### src/rtl/circle_pkg.sv
// Shared types and the loop transition table for the running-circle position generator.
package circle_pkg;

  localparam logic COL_UPPER = 1'b0;
  localparam logic COL_LOWER = 1'b1;

  typedef struct packed {
    logic [2:0] row;
    logic       col;
  } pos_t;

  localparam pos_t POS_HOME = '{row: 3'd0, col: COL_UPPER};

  // Forward walks upper 0..n-1, then lower n-1..0; reverse is the exact inverse.
  function automatic pos_t next_pos(pos_t p, logic dir, int unsigned n);
    pos_t       r;
    logic [2:0] last;
    last = 3'(n - 1);
    r    = p;
    if (!dir) begin
      if (p.col == COL_UPPER) begin
        if (p.row == last) r.col = COL_LOWER;
        else               r.row = p.row + 3'd1;
      end else begin
        if (p.row == 3'd0) r.col = COL_UPPER;
        else               r.row = p.row - 3'd1;
      end
    end else begin
      if (p.col == COL_UPPER) begin
        if (p.row == 3'd0) r.col = COL_LOWER;
        else               r.row = p.row - 3'd1;
      end else begin
        if (p.row == last) r.col = COL_UPPER;
        else               r.row = p.row + 3'd1;
      end
    end
    return r;
  endfunction

endpackage

### src/rtl/step_tick_gen.sv
// Programmable step-rate divider: one-cycle tick every (DIV >> speed_sel_i) enabled cycles.
module step_tick_gen #(
  parameter int unsigned CLK_FREQ_HZ = 50_000_000,
  parameter int unsigned STEP_HZ     = 4
) (
  input  logic       clk_i,
  input  logic       rst_i,
  input  logic       enable_i,
  input  logic [1:0] speed_sel_i,
  output logic       tick_o
);

  localparam int unsigned Div  = (CLK_FREQ_HZ / STEP_HZ < 1) ? 1 : CLK_FREQ_HZ / STEP_HZ;
  localparam int unsigned CntW = (Div > 1) ? $clog2(Div) : 1;

  logic [CntW-1:0] count_q, count_d, limit_m1;
  logic [31:0]     limit;

  always_comb begin
    limit = 32'(Div) >> speed_sel_i;
    if (limit == 32'd0) limit = 32'd1;
    limit_m1 = CntW'(limit - 32'd1);
    // >= rather than == so a speed-up past the current count fires at once instead of wrapping
    tick_o  = enable_i && (count_q >= limit_m1);
    count_d = (!enable_i || tick_o) ? '0 : count_q + 1'b1;
  end

  always_ff @(posedge clk_i or posedge rst_i) begin
    if (rst_i) count_q <= '0;
    else       count_q <= count_d;
  end

endmodule

### src/rtl/circle_path_ctrl.sv
// Position generator for the running-circle display: walks the 2*NUM_DIGITS loop on each advance.
module circle_path_ctrl
  import circle_pkg::*;
#(
  parameter int unsigned CLK_FREQ_HZ = 50_000_000,
  parameter int unsigned STEP_HZ     = 4,
  parameter int unsigned NUM_DIGITS  = 6
) (
  input  logic       clk_i,
  input  logic       rst_i,
  input  logic       enable_i,
  input  logic       dir_i,
  input  logic [1:0] speed_sel_i,
  input  logic       step_i,
  output logic [2:0] row_index_o,
  output logic       column_index_o,
  output logic       step_o,
  output logic       lap_o
);

  logic tick;
  logic advance;
  pos_t pos_q, pos_nxt;
  logic step_q, lap_q;

  step_tick_gen #(
    .CLK_FREQ_HZ(CLK_FREQ_HZ),
    .STEP_HZ    (STEP_HZ)
  ) u_tick (
    .clk_i      (clk_i),
    .rst_i      (rst_i),
    .enable_i   (enable_i),
    .speed_sel_i(speed_sel_i),
    .tick_o     (tick)
  );

  // Manual steps only count while paused.
  assign advance = enable_i ? tick : step_i;
  assign pos_nxt = next_pos(pos_q, dir_i, NUM_DIGITS);

  always_ff @(posedge clk_i or posedge rst_i) begin
    if (rst_i) begin
      pos_q  <= POS_HOME;
      step_q <= 1'b0;
      lap_q  <= 1'b0;
    end else begin
      step_q <= advance;
      lap_q  <= advance && (pos_nxt == POS_HOME);
      if (advance) pos_q <= pos_nxt;
    end
  end

  assign row_index_o    = pos_q.row;
  assign column_index_o = pos_q.col;
  assign step_o         = step_q;
  assign lap_o          = lap_q;

endmodule

### config.mk
export PLATFORM = sky130hd
export DESIGN_NAME = circle_path_ctrl
export DESIGN_NICKNAME = d
export VERILOG_FILES = /design/src/rtl/circle_pkg.sv /design/src/rtl/step_tick_gen.sv /design/src/rtl/circle_path_ctrl.sv
export SDC_FILE = /design/constraint.sdc
export NUM_CORES = 1
export LEC_CHECK = 0
export ABC_AREA = 1
export CORE_MARGIN = 10
export CORE_UTILIZATION = 53
export CTS_CLUSTER_DIAMETER = 100
export DETAILED_ROUTE_END_ITERATION = 10
export PLACE_DENSITY = 0.7
export SETUP_SLACK_MARGIN = 0.4
export SLEW_MARGIN = 30
export SYNTH_ARGS = -nofsm -noshare
export SYNTH_HDL_FRONTEND = slang
export SYNTH_SLANG_ARGS = --single-unit
### constraint.sdc
create_clock -name clk_i -period 2.1 [get_ports clk_i]
set_input_delay 0.525 -clock clk_i [delete_from_list [all_inputs] [get_ports clk_i]]
set_output_delay 0.525 -clock clk_i [all_outputs]
set_load 0.02 [all_outputs]
== Word level (Yosys, flattened, before mapping) ==
Index checks and enable logic that the tools add are counted.
W data, S select, Z words.

* Flip-flop bits (word level): 30
* Input bits: 7
* Output and inout bits: 6
* Word-level logic and storage cells: 31

* Add/subtract/negate cells: 4
* $lt $le $gt $ge: 1
* Eq/ne operators: 1
* Shift-type cells: 1
* Multiplexer cells: 12
* Reduce and logical (&&, ||, !) cells: 7

{| class="wikitable"
|+ Operator list
! kind !! number
|-
| $mux W24 || 2
|-
| $logic_not A32 Y1 || 1
|-
| $shr A24 B2 Y32 const A || 1
|-
| $add A24 B1 Y24 const B || 1
|-
| $ge A24 B24 Y1 || 1
|-
| $sub A24 B1 Y24 const B || 1
|-
| $mux W4 || 3
|-
| $mux W3 || 2
|-
| $mux W1 || 5
|-
| $logic_not A4 Y1 || 1
|-
| $add A3 B1 Y3 const B || 1
|-
| $eq A3 B3 Y1 const B || 1
|-
| $logic_not A3 Y1 || 1
|-
| $sub A3 B1 Y3 const B || 1
|-
| $logic_and A1 B1 Y1 || 2
|-
| $logic_not A1 Y1 || 1
|-
| $logic_or A1 B1 Y1 || 1
|}

== Longest topological paths before layout ==
Gate-level depths: netlist of the first run.

* Depth after elaboration: 8
* Gate-level depth with buffers: 16
* Depth with buffers taken out: 14

== Modules after synthesis ==
Synthesis of the first run repeated with hierarchy kept, for this count alone.

* Cell total of the unflattened synthesis: 333
* Area total of the unflattened synthesis: 2409.8 um2

{| class="wikitable"
|+ By module, submodules not included
! module !! times used !! cells an instance !! area an instance (um2) !! seq. area each (um2)
|-
| step_tick_gen || 1 || 263 || 1919.3 || 600.6
|-
| circle_path_ctrl || 1 || 70 || 490.5 || 150.1
|}

== Worst setup path before layout of the first run ==
OpenSTA, ideal clock, no wires.

* Path type: input-to-reg
* From: input port speed_sel_i[1]
* To: register u_tick.count_q[0]
* Setup time: 0.121 ns
* Arrival time: 2.055 ns
* Data required time: 1.979 ns
* Setup slack: -0.076 ns
* Stages: 13
* Buffers on the path: 3
* Cells stage by stage: buf_4 > nor2_1 > inv_1 > ha_1 > nand2_1 > nor2_1 > nand3_2 > nor2_1 > nand3_1 > nand3_2 > buf_6 > buf_6 > nor2_1

* Cells in the longest elaborated chain, start to end: 8

{| class="wikitable"
|+ Ends and longest elaborated chain
! what !! line !! RTL
|-
| from (decl) || circle_path_ctrl.sv:13 || <nowiki>input logic [1:0] speed_sel_i,</nowiki>
|-
| $shr A24 B2 Y32 * || step_tick_gen.sv:20 || <nowiki>limit = 32'(Div) >> speed_sel_i;</nowiki>
|-
| $logic_not A32 Y1 || step_tick_gen.sv:21 || <nowiki>if (limit == 32'd0) limit = 32'd1;</nowiki>
|-
| $mux W24 * || step_tick_gen.sv:21 ||
|-
| $sub A24 B1 Y24 * || step_tick_gen.sv:22 || <nowiki>limit_m1 = CntW'(limit - 32'd1);</nowiki>
|-
| $ge A24 B24 Y1 * || step_tick_gen.sv:24 || <nowiki>tick_o = enable_i && (count_q >= limit_m1);</nowiki>
|-
| $logic_and A1 B1 Y1 * || step_tick_gen.sv:24 ||
|-
| $logic_or A1 B1 Y1 * || step_tick_gen.sv:25 || <nowiki>count_d = (!enable_i || tick_o) ? '0 : count_q + 1'b1;</nowiki>
|-
| $mux W24 * || step_tick_gen.sv:25 ||
|-
| named net u_tick.count_d[0] || step_tick_gen.sv:16 || <nowiki>logic [CntW-1:0] count_q, count_d, limit_m1;</nowiki>
|-
| to (signal assigned) || step_tick_gen.sv:30 || <nowiki>else count_q <= count_d;</nowiki>
|-
| to (decl) || step_tick_gen.sv:16 ||
|}

Mark *: on every way through the listed nets, which the timed path passes. The rest lies on a longest branch.
A chain may end at the register's enable or synchronous reset.

== Worst setup path in the final report of the first run ==
* From: input port speed_sel_i[0]
* To: register pos_q, in the netlist row_index_o[0]

* Cells in the longest elaborated chain, start to end: 7

{| class="wikitable"
|+ Ends and longest elaborated chain
! what !! line !! RTL
|-
| $shr A24 B2 Y32 * || step_tick_gen.sv:20 ||
|-
| $logic_not A32 Y1 || step_tick_gen.sv:21 ||
|-
| $mux W24 * || step_tick_gen.sv:21 ||
|-
| $sub A24 B1 Y24 * || step_tick_gen.sv:22 ||
|-
| $ge A24 B24 Y1 * || step_tick_gen.sv:24 ||
|-
| $logic_and A1 B1 Y1 * || step_tick_gen.sv:24 ||
|-
| $mux W1 * || circle_path_ctrl.sv:38 || <nowiki>assign advance = enable_i ? tick : step_i;</nowiki>
|-
| to (signal assigned) || circle_path_ctrl.sv:49 || <nowiki>if (advance) pos_q <= pos_nxt;</nowiki>
|-
| to (decl) || circle_path_ctrl.sv:23 || <nowiki>pos_t pos_q, pos_nxt;</nowiki>
|}

Mark *: on every way between the ends. The rest lies on a longest branch, timed or not.

==> metrics.md, run 1 <==
| Metric | Value |
|---|---|
| Status | `finished clean` |
| Pleak | `0.00149 uW` |
| Post-Syn Area | `2400 um^2` |
| Crit Path Class | `in2reg` |
| Distinct cells, synth | `33` |
| PortBufs | `12` |
| Top Metal Used | `met4` |
| Tot GR Track Use | `0.172` |
| Final worst setup slack | `0.101 ns` |
| ANT nets after route | `0` |
| Placed insts | `401` |
| Clock Latency Late Sink | `0.29 ns` |
| Period utilization | `0.952` |
| Final Max Slew Viols | `0` |
| Place WS | `-0.566 ns` |
| Area grow syn2layout | `36.3%` |
| Final non-filler cell total | `420` |
| Routed WL per cell | `15.9 um` |
| Setup TNS | `0 ns` |
| Vias post-DR | `2,332` |
| Share of cells above drive strength 1 | `0.285` |
| Root Buffer | `clkbuf_8` |
| RSZ-0062 raised after global routing | `true` |
| Crit path from | `speed_sel_i[0]` |
| ANT cells | `0` |
| Drc violations | `0` |
| CTS HTree Levels | `2` |
| R2r setup slk | `0.16 ns` |
| Synthesis-stage register bit count | `30` |
| Sequential area share after synthesis | `0.313` |
| Initial antenna violation count | `0` |
| Gr ovfl total | `0` |
| Most common library cells after synthesis | `nand2_1 (71), inv_1 (46), nor2_1 (41), dfrtp_1 (30), ha_1 (24)` |
| Die H | `87.3 um` |
| Capture point of the worst reg-to-reg path | `u_tick.count_q[8]$_DFF_PP0_` |
| Iteration count of the initial detailed-routing pass | `5` |
| Peak supply drop | `0.628 mV` |
| CTS Buf Count | `5` |
| I/O pins | `13` |
| Die ar. | `7610 um^2` |
| Ys Warns | `0` |
| Ranking of synthesized cells by area | `dfrtp_1 (31%), ha_1 (13%), nand2_1 (11%), inv_1 (7.2%), nor2_1 (6.4%)` |
| Vias in the first global route | `2,242` |
| Power per cell area | `611 nW/um^2` |
| Final min period | `2.00 ns` |
| Crit end category | `flip-flop` |
| Initial Util | `0.551` |
| Top_reg_cell synth | `dfrtp_1` |
| Metal3 WL | `415 um` |
| Max_cap viols | `0` |
| Final Hold Viols | `0` |
| CORE AREA | `4350 um^2` |
| Clk_skew | `0.00595 ns` |
| Asr flop ratio synth | `1.00` |
| Min Hold Slack | `0.533 ns` |
| Routed wire length | `6.67 mm` |
| Clock Tree Buf Depth | `2` |
| Arr. time, crit path | `2.17 ns` |
| Critical path data required time | `2.27 ns` |
| Layout Nets | `398` |
| CTS tree | `done` |
| Clk pin slew, worst setup/hold paths | `0.06 ns` |
| Share of Yosys cell area claimed by the top area cell type | `0.313` |
| Crit path launch type | `input port` |
| RD Place Congestion | `0.900` |
| Row Count | `24` |
| Hold_buf cts | `0` |
| Cells after Synth | `330` |
| Worst R2R Path Depth | `10` |
| Largest net degree at the start of global routing | `31` |
| Setup crit end | `row_index_o[0]$_DFFE_PP0P_` |
| CTS Sinks | `30` |
| WL met2 | `3.40 mm` |
| Post-synth EDFFs | `0` |
| Post-Place Cell Area | `2680 um^2` |
| Worst r2r src | `u_tick.count_q[17]$_DFF_PP0_` |
| Met1 wire length | `2.64 mm` |
| Hold_sp | `u_tick.count_q[0]$_DFF_PP0_` |
| Leading area contributor after synthesis | `dfrtp_1` |
| Mean Syn Cell Area | `7.26 um^2` |
| Top achievable clock speed | `500 MHz` |
| First-pass GRT wire length | `10.5 mm` |
| DP HPWL | `4.41 mm` |
| Crit Path Max Fanout | `6` |
| Worst hold path type | `reg2reg` |
| DR iter-0 viols | `203` |
| # fillers | `325` |
| Die width | `87.3 um` |
| Endpoints failing setup | `0` |
| Final Cell Area | `3270 um^2` |
| Vias per cell | `5.55` |
| Count leader, synth | `nand2_1` |
repair_timing:
action	in CTS	in global routing
hold endpoints to repair	0	0
resized for setup	57	35
gates cloned	3	1
setup endpoints to repair	36	31
pin swaps	23	21
buffers inserted	7	0
worst max-delay path, stage by stage:
cell     delay, ns
buf_8         0.10
buf_6         0.11
nor2_4        0.11
inv_2         0.06
ha_4          0.28
nand2_4       0.06
nor2_4        0.11
nand3_4       0.09
nor2_4        0.11
nand3_2       0.10
nand3_4       0.15
buf_12        0.14
nand2_8       0.07
nand2_2       0.08
nand2_1       0.06
layer usage:
| metal | vias to the layer above | GRT usage |
|---|---|---|
| met2 | 97 | 0.290 |
| met3 | 21 | 0.0300 |
| met4 | 0 | 0.0681 |
| met1 | 1086 | 0.212 |
| li1 | 1128 | - |
| met5 | - | 0 |
registers in the layout (all words and copies together), names as in the netlist:
register / flops
column_index_o: 1
lap_o: 1
u_tick.count_q: 24
step_o: 1
row_index_o: 3
layout make-up:
class                           instances  area, um^2  area share
Multi-Input combinational cell        248        1760       0.538
Sequential cell                        30         752       0.230
Timing Repair Buffer                   33         402       0.123
Inverter                               49         184      0.0563
Clock buffer                            7        76.3      0.0234
Tap cell                               52        65.1      0.0199
Clock inverter                          1        30.0     0.00919
how the worst min path moves through the flow:
stage                     slack (ns)                          end  depth (start not counted)
after global routing            0.55  u_tick.count_q[0]$_DFF_PP0_                          1
final                           0.53  u_tick.count_q[0]$_DFF_PP0_                          1
after CTS                       0.51  u_tick.count_q[0]$_DFF_PP0_                          1
after detailed placement        0.50  u_tick.count_q[0]$_DFF_PP0_                          1
after global placement          0.50  u_tick.count_q[0]$_DFF_PP0_                          1
after floorplan                 0.47  u_tick.count_q[0]$_DFF_PP0_                          1
layout by cell type, fill, tap and decap left out, types with 8 or more instances in the layout:
master	count
nand2_1	61
inv_1	41
dfrtp_1	29
nor2_1	25
nand3_1	20
ha_1	18
nor2_4	17
nand4_1	11
nand2_2	11
xor2_1	11
nor2_2	10
buf_4	10
inv_2	8
nor3_1	8
kinds of logic (layout without fill, tap and decap cells):
group	Yosys count	count (layout)	synth area share
AND/OR/NAND/NOR	187	187	0.370
flip-flops	30	30	0.313
AO/OA/AOI/OAI	18	18	0.0407
adder cells (fa/ha/maj)	24	24	0.125
XOR/XNOR	15	15	0.0548
other	2	4	0.00313
buffers and inverters	54	90	0.0929
where the power goes:
group	switching [uW]	internal, uW
clock	220	355
combinational	419	298
sequential	78.3	628
total	716	1280
metrics by stage:
step	util	power [uW]
after floorplan	-	1160
after global placement	0.615	1340
after detailed placement	0.615	1360
after CTS	0.711	1980
after global routing	0.750	2120
final	0.750	2000
No activity file was read; power rests on OpenSTA's default activity.
==> run 2, diff against run 1 <==
REMOVE_ABC_BUFFERS = 1   (was unset)
==> metrics.md, run 2 (same netlist as run 1, synthesis figures left out) <==
| Metric | Value |
|---|---|
| Area grow syn2layout | `33.0%` |
| Commonest cells after routing, fill and taps aside | `nand2_1 (61), inv_1 (43), nor2_1 (30), dfrtp_1 (27)` |
| Root Buffer | `clkbuf_8` |
| Period utilization | `0.942 (-0.00948)` |
| # fillers | `332 (+2.2%)` |
| Crit end category | `flip-flop` |
| Largest Register | `u_tick.count_q` |
| Hold_buf cts | `0 (unchanged)` |
| Post-Place Cell Area | `2650 um^2 (-0.93%)` |
| Vias post-DR | `2,265 (-2.9%)` |
| Net Sw Frac | `0.383 (+0.0242)` |
| Vias in the first global route | `2,315 (+3.3%)` |
| Critical path data required time | `2.30 ns (+0.03 ns)` |
| Clk_skew | `0.00612 ns (+0.000170 ns)` |
| Crit Path Class | `in2reg` |
| Share of cells above drive strength 1 | `0.275 (-0.0101)` |
| Endpoints failing setup | `0 (unchanged)` |
| Arr. time, crit path | `2.18 ns (about the same)` |
| Max reg flops | `24 (unchanged)` |
| Die width | `87.3 um (unchanged)` |
| I/O pins | `13 (unchanged)` |
| Routed WL per cell | `15.2 um (-4.1%)` |
| Crit Path Max Fanout | `8 (+2)` |
| Setup TNS | `0 ns (unchanged)` |
| CTS Sinks | `30 (unchanged)` |
| Initial Util | `0.551 (unchanged)` |
| Vias per cell | `5.41 (-2.6%)` |
| Initial antenna violation count | `0 (unchanged)` |
| RSZ-0062 raised after global routing | `true` |
| Final Max Slew Viols | `0 (unchanged)` |
| Gr ovfl total | `0 (unchanged)` |
| Routed wire length | `6.38 mm (-4.3%)` |
| Pint | `1160 uW (-9.5%)` |
| Tot GR Track Use | `0.173 (+0.000575)` |
| Final Cell Area | `3190 um^2 (-2.4%)` |
| ANT cells | `0 (unchanged)` |
| CTS HTree Levels | `2 (unchanged)` |
| Clk pin slew, worst setup/hold paths | `0.05 ns (about the same)` |
| CTS tree | `done` |
| Place WS | `-0.624 ns (-0.0578 ns)` |
| Crit path launch type | `input port` |
| Row Count | `24 (unchanged)` |
| First-pass GRT wire length | `10.6 mm (+0.53%)` |
| Final min period | `1.98 ns (-0.0199 ns)` |
| PortBufs | `12 (unchanged)` |
| Clock Latency Late Sink | `0.28 ns (about the same)` |
| CORE AREA | `4350 um^2 (unchanged)` |
| Worst hold path type | `reg2reg` |
| Drc violations | `0 (unchanged)` |
| Top achievable clock speed | `505 MHz (+1.0%)` |
| RD Place Congestion | `0.868 (-3.5%)` |
| Pleak | `0.00147 uW (-1.1%)` |
| Largest net degree at the start of global routing | `31 (unchanged)` |
| Status | `finished clean` |
| Combinational share of power | `0.397 (+0.038)` |
| Commonest non-fill, non-tap cell in the layout | `nand2_1` |
| Final Hold Viols | `0 (unchanged)` |
| Layout Nets | `398 (unchanged)` |
| Die H | `87.3 um (unchanged)` |
| Utilization after layout | `0.732 (-0.0181)` |
| Peak supply drop | `0.746 mV (+19%)` |
| Net switching power | `720 uW (+0.43%)` |
| Die ar. | `7610 um^2 (unchanged)` |
| ANT nets after route | `0 (unchanged)` |
| CTS Buf Count | `5 (unchanged)` |
| Final worst setup slack | `0.121 ns (+0.0199 ns)` |
| Share of total power in sequential cells | `0.377 (+0.023)` |
| Max_cap viols | `0 (unchanged)` |
| DP HPWL | `4.36 mm (-1.1%)` |
| Clock Tree Buf Depth | `2 (unchanged)` |
| Power per cell area | `589 nW/um^2 (-3.6%)` |
| Iteration count of the initial detailed-routing pass | `4 (-1)` |
| DR iter-0 viols | `187 (-7.9%)` |
| Clock power frac | `0.226 (-0.062)` |
run 2: through the flow:
stage | power (uW) | std cells | hold WS [ns]
global route | 2020 | 419 | 0.581
CTS | 1800 | 414 | 0.503
floorplan | 1140 | 327 | 0.474
detailed placement | 1350 | 403 | 0.494
finish | 1880 | 419 | 0.547
global placement | 1340 | 403 | 0.500
run 2: critical path, cell delays in order:
cell and delay [ns]:
buf_8 0.11, nor2_4 0.12, inv_2 0.07, ha_4 0.23
nand2_2 0.06, nand3b_1 0.09, a21oi_2 0.12, nand2_1 0.08
nor2_2 0.14, nand3_4 0.16, buf_12 0.17, buf_16 0.14
nor3_4 0.17
run 2: layout make-up:
cell class | instances | area, um^2 | share of cell area
Inverter | 49 | 184 | 0.0577
Timing Repair Buffer | 33 | 377 | 0.118
Multi-Input combinational cell | 248 | 1730 | 0.543
Tap cell | 52 | 65.1 | 0.0204
Sequential cell | 30 | 754 | 0.237
Clock buffer | 7 | 76.3 | 0.0239
run 2: power groups by stage:
| stage | Combinational [uW] | Clock (uW) | Sequential (uW) |
|---|---|---|---|
| after floorplan | 389 | 0 | 746 |
| after global placement | 627 | 0 | 709 |
| after detailed placement | 644 | 0 | 707 |
| after CTS | 663 | 438 | 698 |
| after global routing | 842 | 457 | 716 |
| final | 746 | 425 | 708 |
run 2: path summary, 6_finish.rpt:
check	cells after the start	end	slack [ns]	from
max in group asynchronous	3	u_tick.count_q[5]$_DFF_PP0_	1.18	rst_i
max	13	u_tick.count_q[2]$_DFF_PP0_	0.12	speed_sel_i[0]
min	1	u_tick.count_q[0]$_DFF_PP0_	0.55	u_tick.count_q[0]$_DFF_PP0_
max reg2reg	10	u_tick.count_q[2]$_DFF_PP0_	0.17	u_tick.count_q[21]$_DFF_PP0_
min in group asynchronous	3	u_tick.count_q[14]$_DFF_PP0_	0.62	rst_i
min reg2reg	1	u_tick.count_q[0]$_DFF_PP0_	0.55	u_tick.count_q[0]$_DFF_PP0_
run 2: repair_timing:
item | 4_1_cts | 5_1_grt
setup buffers | 2 | 5
pin swaps | 13 | 26
hold endpoints to repair | 0 | 0
endpoints found under the setup margin | 36 | 30
cloned | 2 | 0
gates resized for setup | 55 | 38
run 2: per-layer routing:
layer	vias to the layer above	GRT usage	wire [um]
met5	-	0	0
met4	0	0.0899	216
met3	21	0.0309	329
met2	62	0.289	3190
met1	1058	0.205	2640
li1	1124	-	-
==> run 3, diff against run 2 <==
CORE_MARGIN = 5   (was 10)
GPL_TIMING_DRIVEN = 0   (was unset)
HOLD_SLACK_MARGIN = 0.03   (was unset)
==> metrics.md, run 3 (same netlist as run 1, synthesis figures left out) <==
| Metric | Value |
|---|---|
| Vias in the first global route | `2,295 (-0.86%)` |
| Top achievable clock speed | `527 MHz (+4.3%)` |
| Clock Tree Buf Depth | `2 (unchanged)` |
| Placed insts | `391 (-3.0%)` |
| CTS Sinks | `30 (unchanged)` |
| ANT nets after route | `0 (unchanged)` |
| Pin slew with the least headroom to its limit | `0.631 ns` |
| Die ar. | `5970 um^2 (-22%)` |
| Commonest non-fill, non-tap cell in the layout | `nand2_1` |
| Critical path data required time | `2.28 ns (-0.02 ns)` |
| Gr ovfl total | `0 (unchanged)` |
| CTS Buf Count | `5 (unchanged)` |
| Multi-input logic area | `1700 um^2 (-2.0%)` |
| Row Count | `24 (unchanged)` |
| DP HPWL | `4.00 mm (-8.2%)` |
| Hold_buf cts | `0 (unchanged)` |
| CORE AREA | `4380 um^2 (+0.69%)` |
| Clk pin slew, worst setup/hold paths | `0.06 ns (about the same)` |
| Share of cells above drive strength 1 | `0.260 (-0.0155)` |
| Hold_sp | `u_tick.count_q[0]$_DFF_PP0_` |
| Clk_skew | `0.00620 ns (+0.0000757 ns)` |
| Largest net degree at the start of global routing | `31 (unchanged)` |
| Setup TNS | `0 ns (unchanged)` |
| RSZ-0062 raised after global routing | `true` |
| Routed wire length | `6.30 mm (-1.2%)` |
| Hold Path End | `u_tick.count_q[0]$_DFF_PP0_` |
| Routed WL per cell | `15.2 um (about the same)` |
| Most Crowded Layer GR | `met2` |
| Worst r2r src | `u_tick.count_q[13]$_DFF_PP0_` |
| Crit end category | `flip-flop` |
| Arr. time, crit path | `2.07 ns (-0.11 ns)` |
| Die width | `77.3 um (-11%)` |
| Crit Path Max Fanout | `6 (-2)` |
| ANT cells | `0 (unchanged)` |
| Root Buffer | `clkbuf_8` |
| Crit Path Class | `reg2reg` |
| Layout Nets | `392 (-1.5%)` |
| DR iter-0 viols | `193 (+3.2%)` |
| # fillers | `358 (+7.8%)` |
| Period utilization | `0.903 (-0.0391)` |
| Endpoints failing setup | `0 (unchanged)` |
| Met1 Use GR | `0.275 (+0.0698)` |
| Max_cap viols | `0 (unchanged)` |
| CTS tree | `done` |
| Worst hold path type | `reg2reg` |
| Peak supply drop | `0.584 mV (-22%)` |
| Slew HR | `0.578` |
| PortBufs | `12 (unchanged)` |
| Final Hold Viols | `0 (unchanged)` |
| First-pass GRT wire length | `10.6 mm (+0.12%)` |
| Final Cell Area | `3100 um^2 (-2.8%)` |
| Clock Latency Late Sink | `0.29 ns (about the same)` |
| CTS HTree Levels | `2 (unchanged)` |
| Vias per cell | `5.44 (+0.58%)` |
| Die H | `77.3 um (-11%)` |
| Initial antenna violation count | `0 (unchanged)` |
| Max reg flops | `24 (unchanged)` |
| Largest Register | `u_tick.count_q` |
| Crit path launch type | `flip-flop` |
| Commonest cells after routing, fill and taps aside | `nand2_1 (64), inv_1 (42), nor2_1 (29), dfrtp_1 (28), ha_1 (19)` |
| Final min period | `1.90 ns (-0.0822 ns)` |
| Final Max Slew Viols | `0 (unchanged)` |
| Drc violations | `0 (unchanged)` |
| I/O pins | `13 (unchanged)` |
| Initial Util | `0.547 (-0.00377)` |
| Hold path depth | `1 (unchanged)` |
| Pleak | `0.00146 uW (-0.78%)` |
| Power per cell area | `627 nW/um^2 (+6.3%)` |
| GR Util met3 | `0.0632 (+0.0323)` |
| Utilization after layout | `0.707 (-0.0256)` |
| Area grow syn2layout | `29.2%` |
| RD Place Congestion | `0.877 (+0.98%)` |
| Vias post-DR | `2,251 (-0.62%)` |
| Iteration count of the initial detailed-routing pass | `4 (unchanged)` |
| Met2 GRT Util | `0.357 (+0.0679)` |
| Status | `finished clean` |
| Total power | `1940 uW (+3.3%)` |
| FF+latch area | `753 um^2 (-0.17%)` |
| Worst R2R Path Depth | `10 (unchanged)` |
| R2r setup slk | `0.20 ns (+0.03 ns)` |
| Tot GR Track Use | `0.224 (+0.0507)` |
| Post-Place Cell Area | `2550 um^2 (-3.9%)` |
| Capture point of the worst reg-to-reg path | `row_index_o[1]$_DFFE_PP0P_` |
| Final non-filler cell total | `414 (-1.2%)` |
run 3: layout make-up:
| class | count | area share |
|---|---|---|
| multi-input cells | 250 | 0.548 |
| flip-flops and latches | 30 | 0.243 |
| repair buffers | 25 | 0.0897 |
| inverters | 49 | 0.0626 |
| clock buffers | 8 | 0.0355 |
| well taps | 52 | 0.0210 |
run 3: per-stage QoR:
step / worst slack (ns) / hold slack [ns]
after global placement: -1.38 / 0.500
after floorplan: -0.194 / 0.474
after CTS: 0.220 / 0.508
after detailed placement: -1.42 / 0.497
after global routing: 0.108 / 0.549
final: 0.203 / 0.508
run 3: critical path: stages, from the launching register on:
cell and delay (ns):
dfrtp_1 0.47, ha_1 0.35, inv_1 0.05, nor2_2 0.14
nand3_1 0.12, nor2_2 0.14, nand3_4 0.12, nand3_4 0.17
nand2_4 0.10, nand2_1 0.08, nand2_1 0.05
run 3: report_power, final:
part           internal (uW)  switching, uW  total, uW  leakage [uW]
Combinational            271            419        690      0.000995
Clock                    330            222        552     0.0000575
Sequential               626           73.1        699      0.000405
Total                   1230            714       1940       0.00146
run 3: timing repair:
action                                  in CTS  in global routing
gates resized for setup                     74                 16
endpoints found under the setup margin      36                 30
buffers inserted                            11                  2
pin swaps                                   31                 14
gates cloned                                 2                  0
run 3: worst max-delay path by stage:
stage | cells after the start | end | start
final | 10 | row_index_o[1]$_DFFE_PP0P_ | u_tick.count_q[13]$_DFF_PP0_
after global routing | 10 | column_index_o$_DFFE_PP0P_ | u_tick.count_q[17]$_DFF_PP0_
after CTS | 13 | column_index_o$_DFFE_PP0P_ | speed_sel_i[1]
after detailed placement | 13 | column_index_o$_DFFE_PP0P_ | speed_sel_i[1]
after global placement | 13 | row_index_o[2]$_DFFE_PP0P_ | speed_sel_i[1]
after floorplan | 12 | row_index_o[2]$_DFFE_PP0P_ | speed_sel_i[0]
run 3: layer usage:
metal / vias to the layer above / share of wire
met3: 22 / 0.067
li1: 1120 / -
met4: 0 / 0.036
met5: - / 0
met1: 1028 / 0.42
met2: 81 / 0.48
